[src/rtl/proc_controller_gen.sv]
// -----------------------------------------------------------------------------
// proc_controller_gen
// Multi-cycle fetch/decode/execute controller for the lab processor, with
// configurable register-file and data-address widths.
//
// Instruction layout (MSB first): opcode[4] | AHI[DATA_ADDR_W] | RD[RF_ADDR_W]
//   RA  = upper RF_ADDR_W bits of AHI, RB = next RF_ADDR_W bits below RA,
//   ALO = low DATA_ADDR_W bits of the instruction.
// Opcodes: 0 NOOP, 1 STORE, 2 LOAD, 3 ADD, 4 SUB, 5 HALT, 6 LOADI, 7 JMPZ,
//          8-15 trap into ERROR (left only by reset).
//
// Ports:
//   clock, reset        rising-edge clock, synchronous active-high reset
//   instruction         instruction-register contents
//   alu_zero            ALU result==0, sampled at the end of JMPZ_B
//   start               resume request while halted
//   ld                  IR load
//   pc_clr/pc_up/pc_ld  PC clear / increment / parallel load (pc_ld_val)
//   d_addr, d_wr        data-RAM address and write enable
//   rf_s                RF write mux: 0 ALU, 1 data RAM, 2 immediate (imm)
//   rf_w_addr/rf_w_wr   RF write port
//   rf_ra_*/rf_rb_*     RF read ports A and B
//   alu_s               ALU select: 0 pass A, 1 add, 2 sub
//   halted, error       status flags, state_o current state code
//   retired_cnt         (only with CTRL_RETIRE_CNT_EN) retired-instruction
//                       counter, saturating at 16'hFFFF
//
// Every output is a flop loaded on the edge that enters a state, so the value
// seen during a state is the value that state calls for. Address and
// immediate registers keep their last value when a state does not drive them.
//
// Optional feature macro: CTRL_RETIRE_CNT_EN.
// DATA_ADDR_W must be >= 2*RF_ADDR_W so that RA and RB both fit inside AHI.
// -----------------------------------------------------------------------------
module proc_controller_gen #(
  parameter int RF_ADDR_W   = 4,
  parameter int DATA_ADDR_W = 8,
  parameter int INIT_CYCLES = 2,
  localparam int INSTR_W    = 4 + RF_ADDR_W + DATA_ADDR_W
) (
  input  logic                   clock,
  input  logic                   reset,
  input  logic [INSTR_W-1:0]     instruction,
  input  logic                   alu_zero,
  input  logic                   start,
  output logic                   ld,
  output logic                   pc_clr,
  output logic                   pc_up,
  output logic                   pc_ld,
  output logic [DATA_ADDR_W-1:0] pc_ld_val,
  output logic [DATA_ADDR_W-1:0] d_addr,
  output logic                   d_wr,
  output logic [1:0]             rf_s,
  output logic [DATA_ADDR_W-1:0] imm,
  output logic [RF_ADDR_W-1:0]   rf_w_addr,
  output logic                   rf_w_wr,
  output logic [RF_ADDR_W-1:0]   rf_ra_addr,
  output logic                   rf_ra_rd,
  output logic [RF_ADDR_W-1:0]   rf_rb_addr,
  output logic                   rf_rb_rd,
  output logic [2:0]             alu_s,
  output logic                   halted,
  output logic                   error,
  output logic [3:0]             state_o
`ifdef CTRL_RETIRE_CNT_EN
  ,
  output logic [15:0]            retired_cnt
`endif
);

  localparam logic [3:0] ST_INIT   = 4'd0;
  localparam logic [3:0] ST_FETCH  = 4'd1;
  localparam logic [3:0] ST_DECODE = 4'd2;
  localparam logic [3:0] ST_NOOP   = 4'd3;
  localparam logic [3:0] ST_LOAD_A = 4'd4;
  localparam logic [3:0] ST_LOAD_B = 4'd5;
  localparam logic [3:0] ST_STORE  = 4'd6;
  localparam logic [3:0] ST_ADD    = 4'd7;
  localparam logic [3:0] ST_SUB    = 4'd8;
  localparam logic [3:0] ST_HALT   = 4'd9;
  localparam logic [3:0] ST_LOADI  = 4'd10;
  localparam logic [3:0] ST_JMPZ_A = 4'd11;
  localparam logic [3:0] ST_JMPZ_B = 4'd12;
  localparam logic [3:0] ST_ERROR  = 4'd13;

  localparam int CNT_W = (INIT_CYCLES < 1) ? 1 : $clog2(INIT_CYCLES + 1);

  // Instruction fields
  logic [3:0]             w_opcode;
  logic [RF_ADDR_W-1:0]   w_ra, w_rb, w_rd;
  logic [DATA_ADDR_W-1:0] w_ahi, w_alo;

  assign w_opcode = instruction[INSTR_W-1 -: 4];
  assign w_ra     = instruction[INSTR_W-5 -: RF_ADDR_W];
  assign w_rb     = instruction[INSTR_W-5-RF_ADDR_W -: RF_ADDR_W];
  assign w_rd     = instruction[RF_ADDR_W-1:0];
  assign w_ahi    = instruction[INSTR_W-5:RF_ADDR_W];
  assign w_alo    = instruction[DATA_ADDR_W-1:0];

  logic [3:0]             r_state, w_state;
  logic [CNT_W-1:0]       r_cnt, w_cnt;
  logic                   r_ld, r_pc_clr, r_pc_up, r_pc_ld, r_d_wr;
  logic                   r_rf_w_wr, r_rf_ra_rd, r_rf_rb_rd, r_halted, r_error;
  logic [1:0]             r_rf_s;
  logic [2:0]             r_alu_s;
  logic [DATA_ADDR_W-1:0] r_pc_ld_val, r_d_addr, r_imm;
  logic [RF_ADDR_W-1:0]   r_rf_w_addr, r_rf_ra_addr, r_rf_rb_addr;
  logic                   w_ld, w_pc_clr, w_pc_up, w_pc_ld, w_d_wr;
  logic                   w_rf_w_wr, w_rf_ra_rd, w_rf_rb_rd, w_halted, w_error;
  logic [1:0]             w_rf_s;
  logic [2:0]             w_alu_s;
  logic [DATA_ADDR_W-1:0] w_pc_ld_val, w_d_addr, w_imm;
  logic [RF_ADDR_W-1:0]   w_rf_w_addr, w_rf_ra_addr, w_rf_rb_addr;

  // Next-state logic and INIT cycle counter
  always_comb begin
    w_state = ST_ERROR;
    w_cnt   = r_cnt;
    case (r_state)
      ST_INIT: begin
        if (r_cnt < CNT_W'(INIT_CYCLES)) begin
          w_state = ST_INIT;
          w_cnt   = r_cnt + CNT_W'(1);
        end else begin
          w_state = ST_FETCH;
        end
      end
      ST_FETCH:  w_state = ST_DECODE;
      ST_DECODE: begin
        case (w_opcode)
          4'd0:    w_state = ST_NOOP;
          4'd1:    w_state = ST_STORE;
          4'd2:    w_state = ST_LOAD_A;
          4'd3:    w_state = ST_ADD;
          4'd4:    w_state = ST_SUB;
          4'd5:    w_state = ST_HALT;
          4'd6:    w_state = ST_LOADI;
          4'd7:    w_state = ST_JMPZ_A;
          default: w_state = ST_ERROR;
        endcase
      end
      ST_LOAD_A: w_state = ST_LOAD_B;
      ST_JMPZ_A: w_state = ST_JMPZ_B;
      ST_NOOP, ST_LOAD_B, ST_STORE, ST_ADD, ST_SUB, ST_LOADI, ST_JMPZ_B:
        w_state = ST_FETCH;
      ST_HALT: begin
        if (start) begin
          w_state = ST_FETCH;
        end else begin
          w_state = ST_HALT;
        end
      end
      ST_ERROR: w_state = ST_ERROR;
      default:  w_state = ST_ERROR;
    endcase
  end

  // Output values for the state being entered
  always_comb begin
    w_ld         = 1'b0;
    w_pc_clr     = 1'b0;
    w_pc_up      = 1'b0;
    w_pc_ld      = 1'b0;
    w_pc_ld_val  = r_pc_ld_val;
    w_d_addr     = r_d_addr;
    w_d_wr       = 1'b0;
    w_rf_s       = 2'd0;
    w_imm        = r_imm;
    w_rf_w_addr  = r_rf_w_addr;
    w_rf_w_wr    = 1'b0;
    w_rf_ra_addr = r_rf_ra_addr;
    w_rf_ra_rd   = 1'b0;
    w_rf_rb_addr = r_rf_rb_addr;
    w_rf_rb_rd   = 1'b0;
    w_alu_s      = 3'd0;
    w_halted     = 1'b0;
    w_error      = 1'b0;
    case (w_state)
      ST_INIT: w_pc_clr = 1'b1;
      ST_FETCH: begin
        w_ld    = 1'b1;
        w_pc_up = 1'b1;
        // A taken jump rides on the FETCH cycle; the PC gives pc_ld priority.
        if ((r_state == ST_JMPZ_B) && alu_zero) begin
          w_pc_ld     = 1'b1;
          w_pc_ld_val = w_alo;
        end else begin
          w_pc_ld     = 1'b0;
        end
      end
      ST_DECODE, ST_NOOP: w_ld = 1'b0;
      ST_LOAD_A, ST_LOAD_B: begin
        w_d_addr    = w_ahi;
        w_rf_w_addr = w_rd;
        w_rf_s      = 2'd1;
        // RAM read data is valid one cycle after the address, so write in B.
        w_rf_w_wr   = (w_state == ST_LOAD_B);
      end
      ST_STORE: begin
        w_rf_ra_addr = w_ra;
        w_rf_ra_rd   = 1'b1;
        w_d_addr     = w_alo;
        w_d_wr       = 1'b1;
      end
      ST_ADD, ST_SUB: begin
        w_rf_ra_addr = w_ra;
        w_rf_rb_addr = w_rb;
        w_rf_ra_rd   = 1'b1;
        w_rf_rb_rd   = 1'b1;
        w_rf_w_addr  = w_rd;
        w_rf_w_wr    = 1'b1;
        w_alu_s      = (w_state == ST_ADD) ? 3'd1 : 3'd2;
      end
      ST_LOADI: begin
        w_imm       = w_ahi;
        w_rf_s      = 2'd2;
        w_rf_w_addr = w_rd;
        w_rf_w_wr   = 1'b1;
      end
      ST_JMPZ_A, ST_JMPZ_B: begin
        w_rf_ra_addr = w_ra;
        w_rf_ra_rd   = 1'b1;
      end
      ST_HALT:  w_halted = 1'b1;
      ST_ERROR: w_error  = 1'b1;
      default:  w_error  = 1'b1;
    endcase
  end

  // State, counter and output registers
  always_ff @(posedge clock) begin
    if (reset) begin
      r_state      <= ST_INIT;
      r_cnt        <= '0;
      r_ld         <= 1'b0;
      r_pc_clr     <= 1'b0;
      r_pc_up      <= 1'b0;
      r_pc_ld      <= 1'b0;
      r_pc_ld_val  <= '0;
      r_d_addr     <= '0;
      r_d_wr       <= 1'b0;
      r_rf_s       <= 2'd0;
      r_imm        <= '0;
      r_rf_w_addr  <= '0;
      r_rf_w_wr    <= 1'b0;
      r_rf_ra_addr <= '0;
      r_rf_ra_rd   <= 1'b0;
      r_rf_rb_addr <= '0;
      r_rf_rb_rd   <= 1'b0;
      r_alu_s      <= 3'd0;
      r_halted     <= 1'b0;
      r_error      <= 1'b0;
    end else begin
      r_state      <= w_state;
      r_cnt        <= w_cnt;
      r_ld         <= w_ld;
      r_pc_clr     <= w_pc_clr;
      r_pc_up      <= w_pc_up;
      r_pc_ld      <= w_pc_ld;
      r_pc_ld_val  <= w_pc_ld_val;
      r_d_addr     <= w_d_addr;
      r_d_wr       <= w_d_wr;
      r_rf_s       <= w_rf_s;
      r_imm        <= w_imm;
      r_rf_w_addr  <= w_rf_w_addr;
      r_rf_w_wr    <= w_rf_w_wr;
      r_rf_ra_addr <= w_rf_ra_addr;
      r_rf_ra_rd   <= w_rf_ra_rd;
      r_rf_rb_addr <= w_rf_rb_addr;
      r_rf_rb_rd   <= w_rf_rb_rd;
      r_alu_s      <= w_alu_s;
      r_halted     <= w_halted;
      r_error      <= w_error;
    end
  end

  assign ld         = r_ld;
  assign pc_clr     = r_pc_clr;
  assign pc_up      = r_pc_up;
  assign pc_ld      = r_pc_ld;
  assign pc_ld_val  = r_pc_ld_val;
  assign d_addr     = r_d_addr;
  assign d_wr       = r_d_wr;
  assign rf_s       = r_rf_s;
  assign imm        = r_imm;
  assign rf_w_addr  = r_rf_w_addr;
  assign rf_w_wr    = r_rf_w_wr;
  assign rf_ra_addr = r_rf_ra_addr;
  assign rf_ra_rd   = r_rf_ra_rd;
  assign rf_rb_addr = r_rf_rb_addr;
  assign rf_rb_rd   = r_rf_rb_rd;
  assign alu_s      = r_alu_s;
  assign halted     = r_halted;
  assign error      = r_error;
  assign state_o    = r_state;

`ifdef CTRL_RETIRE_CNT_EN
  logic        w_retire;
  logic [15:0] r_retired_cnt;

  // An instruction retires when an execute state hands back to FETCH
  always_comb begin
    case (r_state)
      ST_NOOP, ST_LOAD_B, ST_STORE, ST_ADD, ST_SUB, ST_LOADI, ST_JMPZ_B:
        w_retire = (w_state == ST_FETCH);
      default:
        w_retire = 1'b0;
    endcase
  end

  // Saturating retired-instruction counter
  always_ff @(posedge clock) begin
    if (reset) begin
      r_retired_cnt <= 16'd0;
    end else if (w_retire && (r_retired_cnt != 16'hFFFF)) begin
      r_retired_cnt <= r_retired_cnt + 16'd1;
    end else begin
      r_retired_cnt <= r_retired_cnt;
    end
  end

  assign retired_cnt = r_retired_cnt;
`endif

endmodule

[config.mk]
export PLATFORM = sky130hd
export DESIGN_NAME = proc_controller_gen
export DESIGN_NICKNAME = d
export VERILOG_FILES = /design/src/rtl/proc_controller_gen.sv
export SDC_FILE = /design/constraint.sdc
export NUM_CORES = 1
export LEC_CHECK = 0
export ABC_CLOCK_PERIOD_IN_PS = 2100
export BUFFER_PORTS_ARGS = -buffer_cell sky130_fd_sc_hd__buf_2
export CAP_MARGIN = 0
export CORE_MARGIN = 3
export CORE_UTILIZATION = 51
export DETAILED_ROUTE_END_ITERATION = 8
export PLACE_DENSITY_LB_ADDON = 0.12
export SLEW_MARGIN = 10
export SYNTH_ARGS = -nofsm -noshare
export SYNTH_HDL_FRONTEND = slang
export SYNTH_SLANG_ARGS = --single-unit
[constraint.sdc]
create_clock -name clock -period 2.1 [get_ports clock]
set_input_delay 0.105 -clock clock [delete_from_list [all_inputs] [get_ports clock]]
set_output_delay 0.105 -clock clock [all_outputs]
set_load 0.01 [all_outputs]
# After elaboration in Yosys (flattened, before gate mapping)
# Memories as Yosys holds them, arrays and structs flattened.
# Cells that the tools add are included.
dict set report totals {
  elab_cells 79
  memories 1
  ff_bits 56
  mem_bits_ro 32
}
dict set report op_classes {
  n_reduce_logical 15
  order_cmp 1
  bitwise_logic 2
  mux 16
  add_sub_neg 1
  n_eq_ne 24
}
# name depth word_bits read_ports rd_ports_with_merged_regs write_ports line_no
set memory_table {}
lappend memory_table {{(no name shown)} 8 4 1 0 0 130} ;# case (w_opcode)
# cell count
set op_table {}
lappend op_table {{$eq 4x4->1 const B} 10}
lappend op_table {{$eq 4x3->1 const B} 8}
lappend op_table {{$pmux 4 s7} 1}
lappend op_table {{$eq 4x2->1 const B} 4}
lappend op_table {{$pmux 8 s2} 1}
lappend op_table {{$reduce_or 13->1} 1}
lappend op_table {{$reduce_or 5->1} 2}
lappend op_table {{$mux 1} 9}
lappend op_table {{$eq 4x1->1 const B} 2}
lappend op_table {{$logic_not 4->1} 2}
lappend op_table {{$mux 4} 2}
lappend op_table {{$reduce_or 2->1} 4}
lappend op_table {{$reduce_or 7->1} 1}
lappend op_table {{$pmux 2 s2} 1}
lappend op_table {{$reduce_and 2->1} 2}
lappend op_table {{$reduce_or 3->1} 1}
lappend op_table {{$add 2x1->2 const B} 1}
lappend op_table {{$lt 2x2->1 const B} 1}
lappend op_table {{$mux 2} 1}
lappend op_table {{$not 1->1} 2}
lappend op_table {{$pmux 1 s2} 1}
lappend op_table {{$reduce_bool 2->1} 1}
lappend op_table {{$logic_and 1x1->1} 1}

# Longest topological paths before layout
dict set report logic_depth {
  word_depth 7
  ltp_mapped 9
  depth_no_buf 8
}

# Worst setup path before layout
# OpenSTA, ideal clock, no wires.
dict set report synth_path {
  path_kind {reg2reg}
  startpoint {register r_state[1] (netlist: state_o[1])}
  endpoint {register r_imm[0] (netlist: imm[0])}
  period_less_slack_ps 2036
  arrival_ps 1909
  path_stages_with_launch 8
  setup_slack_ps 64
  required_ps 1972
  cell_sequence {dfxtp_1 buf_4 nor3b_4 o211ai_4 a2111oi_4 nand3_2 mux2i_1 nor2_1}
}
dict set report synth_via {
  elab_chain_len 4
  word_cells_on_any_way 16
  classes_between {13 x eq/ne; 1 x mux; 2 x reduce/logical}
}
# item line_no
set synth_rtl {}
lappend synth_rtl {{from (decl)} 100} ;# logic [3:0] r_state, w_state;
lappend synth_rtl {{from (signal assigned)} 254} ;# r_state <= w_state;
lappend synth_rtl {{$eq 4x4->1, or another cell as far along} 119} ;# case (r_state)
lappend synth_rtl {{$reduce_or 7->1} 119}
lappend synth_rtl {{$pmux 4 s7 (*)} 119}
lappend synth_rtl {{$eq 4x4->1 (*)} 178} ;# case (w_state)
lappend synth_rtl {{to (signal assigned)} 264} ;# r_imm <= w_imm;
lappend synth_rtl {{to (decl)} 106} ;# logic [DATA_ADDR_W-1:0] r_pc_ld_val, r_d_addr, r_imm;
# Mark *: on every way between the ends. The rest lies on a longest branch, timed or not.
# A chain may end at the register's enable or synchronous reset.

# Final worst setup path
dict set report layout_path {
  startpoint {register r_state[0] (netlist: state_o[0])}
  endpoint {register r_rf_rb_addr[2] (netlist: rf_rb_addr[2])}
}
dict set report layout_via {
  elab_chain_len 5
  word_cells_on_any_way 18
  classes_between {14 x eq/ne; 1 x mux; 3 x reduce/logical}
}
# item line_no
set layout_rtl {}
lappend layout_rtl {{$eq 4x4->1, or another cell as far along} 119}
lappend layout_rtl {{$reduce_or 7->1} 119}
lappend layout_rtl {{$pmux 4 s7 (*)} 119}
lappend layout_rtl {{$eq 4x3->1 / $eq 4x4->1 (equally long branches)} 178}
lappend layout_rtl {{$reduce_or 2->1 (*)} 178}
lappend layout_rtl {{to (signal assigned)} 269} ;# r_rf_rb_addr <= w_rf_rb_addr;
lappend layout_rtl {{to (decl)} 107} ;# logic [RF_ADDR_W-1:0] r_rf_w_addr, r_rf_ra_addr, r_rf_rb_addr;
# Marked as above.

==> results.md <==
- The flow ran to the end, and the final reports show no timing, DRC or antenna violations.
- The fraction of final layout cells sized beyond drive strength 1 is 0.379.
- For the finished layout, the period the worst path requires is 2.03 ns.
- The data arrival time of the worst path is 2.22 ns.
- The largest total area in the synthesized netlist belongs to dfxtp_1.
- The die height is 76.5 um.
- The period utilization is 0.965.
- The number of diodes added for antenna fixing is 0.
- The number of stages on the worst hold path is 2.
- The tool flagged a number of max-cap violations equal to 0.
- The delay contributed by the slowest stage of the critical path is 0.43 ns.
- At the end of routability-driven placement, the weighted congestion stood at 0.886.
- A synthesized cell averages 9.09 um2.
- The routed design has 6.71 mm of wire.
- The total clock buffers created by CTS is 5.
- The post-synthesis compound-gate area fraction came to 0.207.
- The floorplan step defined a die boundary enclosing around 0.0059 mm2.
- The worst setup path is launched from a flop.
- The initial core utilization is 0.533.
- The parity-gate share of the synthesized area counting xor and xnor cells is 0.00691.
- The detailed router placed around 2400 vias in this run.
- The worst vdd rail ir drop is 467 uV.
- The class of the most critical setup path is reg2reg.
- In this run the worst path has a maximum fanout of 7.
- The H-tree was split into 2 levels.
- The CTS sink count is 55.
- The number of hold buffers added after CTS is 0.
- The average wire per standard cell is 15.4 um.
- The post-synthesis to final-layout area growth is 29.9%.
- The worst setup slack after layout is between 0.07 and 0.08 ns.
- Entering global routing, the biggest net connects 42 pins.
- The multi-input combinational cell area is 0.00135 mm2.
- The number of pins with negative max-slew slack in the final report is 0.
- After synthesis, the cell types taking the most area are dfxtp_1 43%, mux2i_1 7.5%, nand2b_1 5.2%.
- The number of antenna violations at the first check in global routing is 0.
- The post-synth design cell area is ~0.0025 mm2.
- For this design the top-level I/O count stands at 75.
- TritonCTS built the clock tree.
- The design draws between 3 and 4 mW.
- The placeable core area is 0.00475 mm2.
- The part of the Yosys area used for sequential elements is 0.434.
- The sum of overflow across all layers after global routing is 0.
- The total DRC errors in the routed layout is 0.
- The share of the synthesized area in the top cell type is 0.434.
- The number of nets in the synthesized netlist is 301.
- For this run, asynchronously set or reset flops after synthesis account for 0.
- The via count of the first global-routing pass is 2265.
- In this run the remaining antenna-violating nets after routing total 0.
- The number of buffer cells added on primary ports is 73.
- Measured against its own limit, the worst slew margin works out to 0.516.
- STA puts the critical path data required time at 2.30 ns.
- The overall routing resource usage is 0.232.
- The x dimension of the die is 76.5 um.
- The number of unique standard cell types used by synthesis is 46.
- The worst clock skew is 0.00549 ns.
- Setup violations remaining at the end of the flow were counted as 0.
- The adder-cell area share of the yosys netlist is 0.0138.
- Yosys mapped a number of flops with a built-in enable equal to 0.
- The first routing iteration left 205 violations.
- The longest clock path from root to sink contains 2 buffers.
- The critical path's slowest cell is a221oi_2.
- The clock reaches the later pin of the worst-skew pair after 0.30 ns.
- Timing analysis after detailed placement gives a worst setup slack of -0.0956 ns.
- The power per cell area is 1120 mW/mm2.
- The maximum clock frequency is 493 MHz.
- The transition time of the tightest slew-check pin is 0.726 ns.
- The floorplan has 25 rows.
- Clock-pin slew was measured on the worst setup and hold paths at about 0.10 ns.
- The first-pass GRT wire length is 11.0 mm.
- The cell sitting at the root of the clock tree is a clkbuf_8.
- The multiplexer fraction of the synthesized cell area is 0.0750.
- The register bit total from synthesis is 55.
- The area used by sequential logic in the layout is 0.00110 mm2.
- STA classifies the critical path endpoint as a flop.
- In the final design database the tool counted 390 nets.
- The worst hold path belongs to the class in2reg.
- The via count normalized by instance count is 5.43.
- The synthesis warning total is 0.
- In this run the static leakage power is 1.64 nW.
- The half-perimeter wire length of the detailed placement result is between 4 and 5 mm.
- The final count of hold timing violations was 0.
- Of the total synthesized cell area, the portion taken by AND, OR, NAND and NOR gates is 0.204.
- The most frequent cell after synthesis is dfxtp_1.
- Walking the worst path, the cells encountered are buf_4 > o21ai_0 > inv_1 > a221oi_2 > and2_2 > a22oi_1 > o221a_2.
- The count of TritonRoute iterations in the first routing pass is 4.
- The commonest register cell after synthesis is dfxtp_1.
- The number of cells on the worst reg-to-reg path is 7.
- The commonest cells after synthesis are 55 x dfxtp_1, 30 x nor2_1, 22 x nand2_1.
- The count of mapped cells out of synthesis is 279.
- The main combinational cell family by area after synthesis is compound AO/OA/AOI/OAI gates.
- The filler cells instantiated in the layout total 408.
==> worst max-delay path, delay by kind of cell, from the launching register on <==
kind	cells	cell delay, ns
buffers and inverters	2	0.27
and+or+nand+nor	1	0.30
AOI/OAI and AO/OA	4	0.98
DFF	1	0.38
==> power breakdown <==
part | total, mW | switching, mW | internal, mW | leakage, nW
logic | 1.64 | 0.896 | 0.740 | 1.13
clock network | 0.725 | 0.339 | 0.386 | 0.0612
registers | 1.32 | 0.107 | 1.21 | 0.447
total | 3.68 | 1.34 | 2.34 | 1.64
==> final cells by class <==
type / count / area share
Tap cell: 67 / 0.0254
Clock buffer: 6 / 0.0251
Multi-Input combinational cell: 190 / 0.409
Clock inverter: 2 / 0.0106
Timing Repair Buffer: 102 / 0.179
Inverter: 14 / 0.0159
Sequential cell: 55 / 0.335
==> through the flow <==
| stage | TNS [ns] | utilization | instances | instance area [um2] | hold slack [ns] |
|---|---|---|---|---|---|
| 4_1_cts | 0 | 0.674 | 432 | 3210 | 0.0707 |
| 2_1_floorplan | 0 | - | 279 | 2540 | 0.244 |
| 6_report | 0 | 0.693 | 436 | 3300 | 0.0773 |
| 3_5_place_dp | -0.496 | 0.647 | 424 | 3080 | 0.391 |
| 5_1_grt | -0.0842 | 0.693 | 436 | 3300 | 0.0625 |
| 3_3_place_gp | -0.0343 | 0.647 | 424 | 3080 | 0.382 |
==> metal layers <==
metal | up-vias | part of all wire | GRT usage
met2 | 88 | 0.47 | 0.378
li1 | 1165 | - | -
met4 | 0 | 0.0043 | 0.0598
met5 | - | 0 | 0
met1 | 1114 | 0.46 | 0.311
met3 | 2 | 0.065 | 0.0508
==> logic make-up after synthesis <==
| family | after synthesis |
|---|---|
| AOI/OAI and AO/OA | 63 |
| xor gates and xnor gates | 2 |
| adders and majority gates | 3 |
| buffers and inverters | 34 |
| DFF | 55 |
| muxes | 19 |
| other | 1 |
| and+or+nand+nor | 102 |
==> worst paths after layout <==
| kind | from | to | slack, ns |
|---|---|---|---|
| worst min register to register | rf_ra_addr[2]$_SDFFE_PP0P_ | rf_ra_addr[2]$_SDFFE_PP0P_ | 0.48 |
| worst max register to register | state_o[0]$_SDFF_PP0_ | rf_rb_addr[2]$_SDFFE_PP0P_ | 0.07 |
| worst max-delay path | state_o[0]$_SDFF_PP0_ | rf_rb_addr[2]$_SDFFE_PP0P_ | 0.07 |
| worst min-delay path | instruction[1] | rf_w_addr[1]$_SDFFE_PP0P_ | 0.08 |
==> sequential cells by signal, summed over array words and instances (netlist names), 2 cells and up <==
register,flops
d_addr,8
imm,8
pc_ld_val,8
rf_ra_addr,4
rf_rb_addr,4
rf_w_addr,4
state_o,4
alu_s,2
r_cnt,2
rf_s,2
==> layout by cell type, fill, tap and decap left out, drive strengths merged, types with 2 or more instances in the layout <==
master	netlist	routed
nand3b	3	3
a21oi	11	11
o21ai	8	8
nor3b	2	2
nor2	30	30
nor3	7	7
and3	2	2
ha	2	2
a221oi	10	10
nand2	22	22
o22ai	9	9
xnor2	2	2
mux2i	19	19
and2	2	2
a32oi	3	3
dfxtp	55	55
buf	11	102
o221a	4	4
nand2b	21	21
nand3	4	4
inv	14	14
a21o	2	2
or2	2	2
clkbuf	9	6
nand4	2	2
nor2b	3	3
a221o	4	4
a22oi	5	5
==> repair_timing <==
action | in CTS | in global routing
setup buffers | 0 | 4
pin swaps | 1 | 2
endpoints found under the setup margin | 15 | 27
resized for setup | 4 | 17
Note: power is estimated with default switching activity, not from simulation.
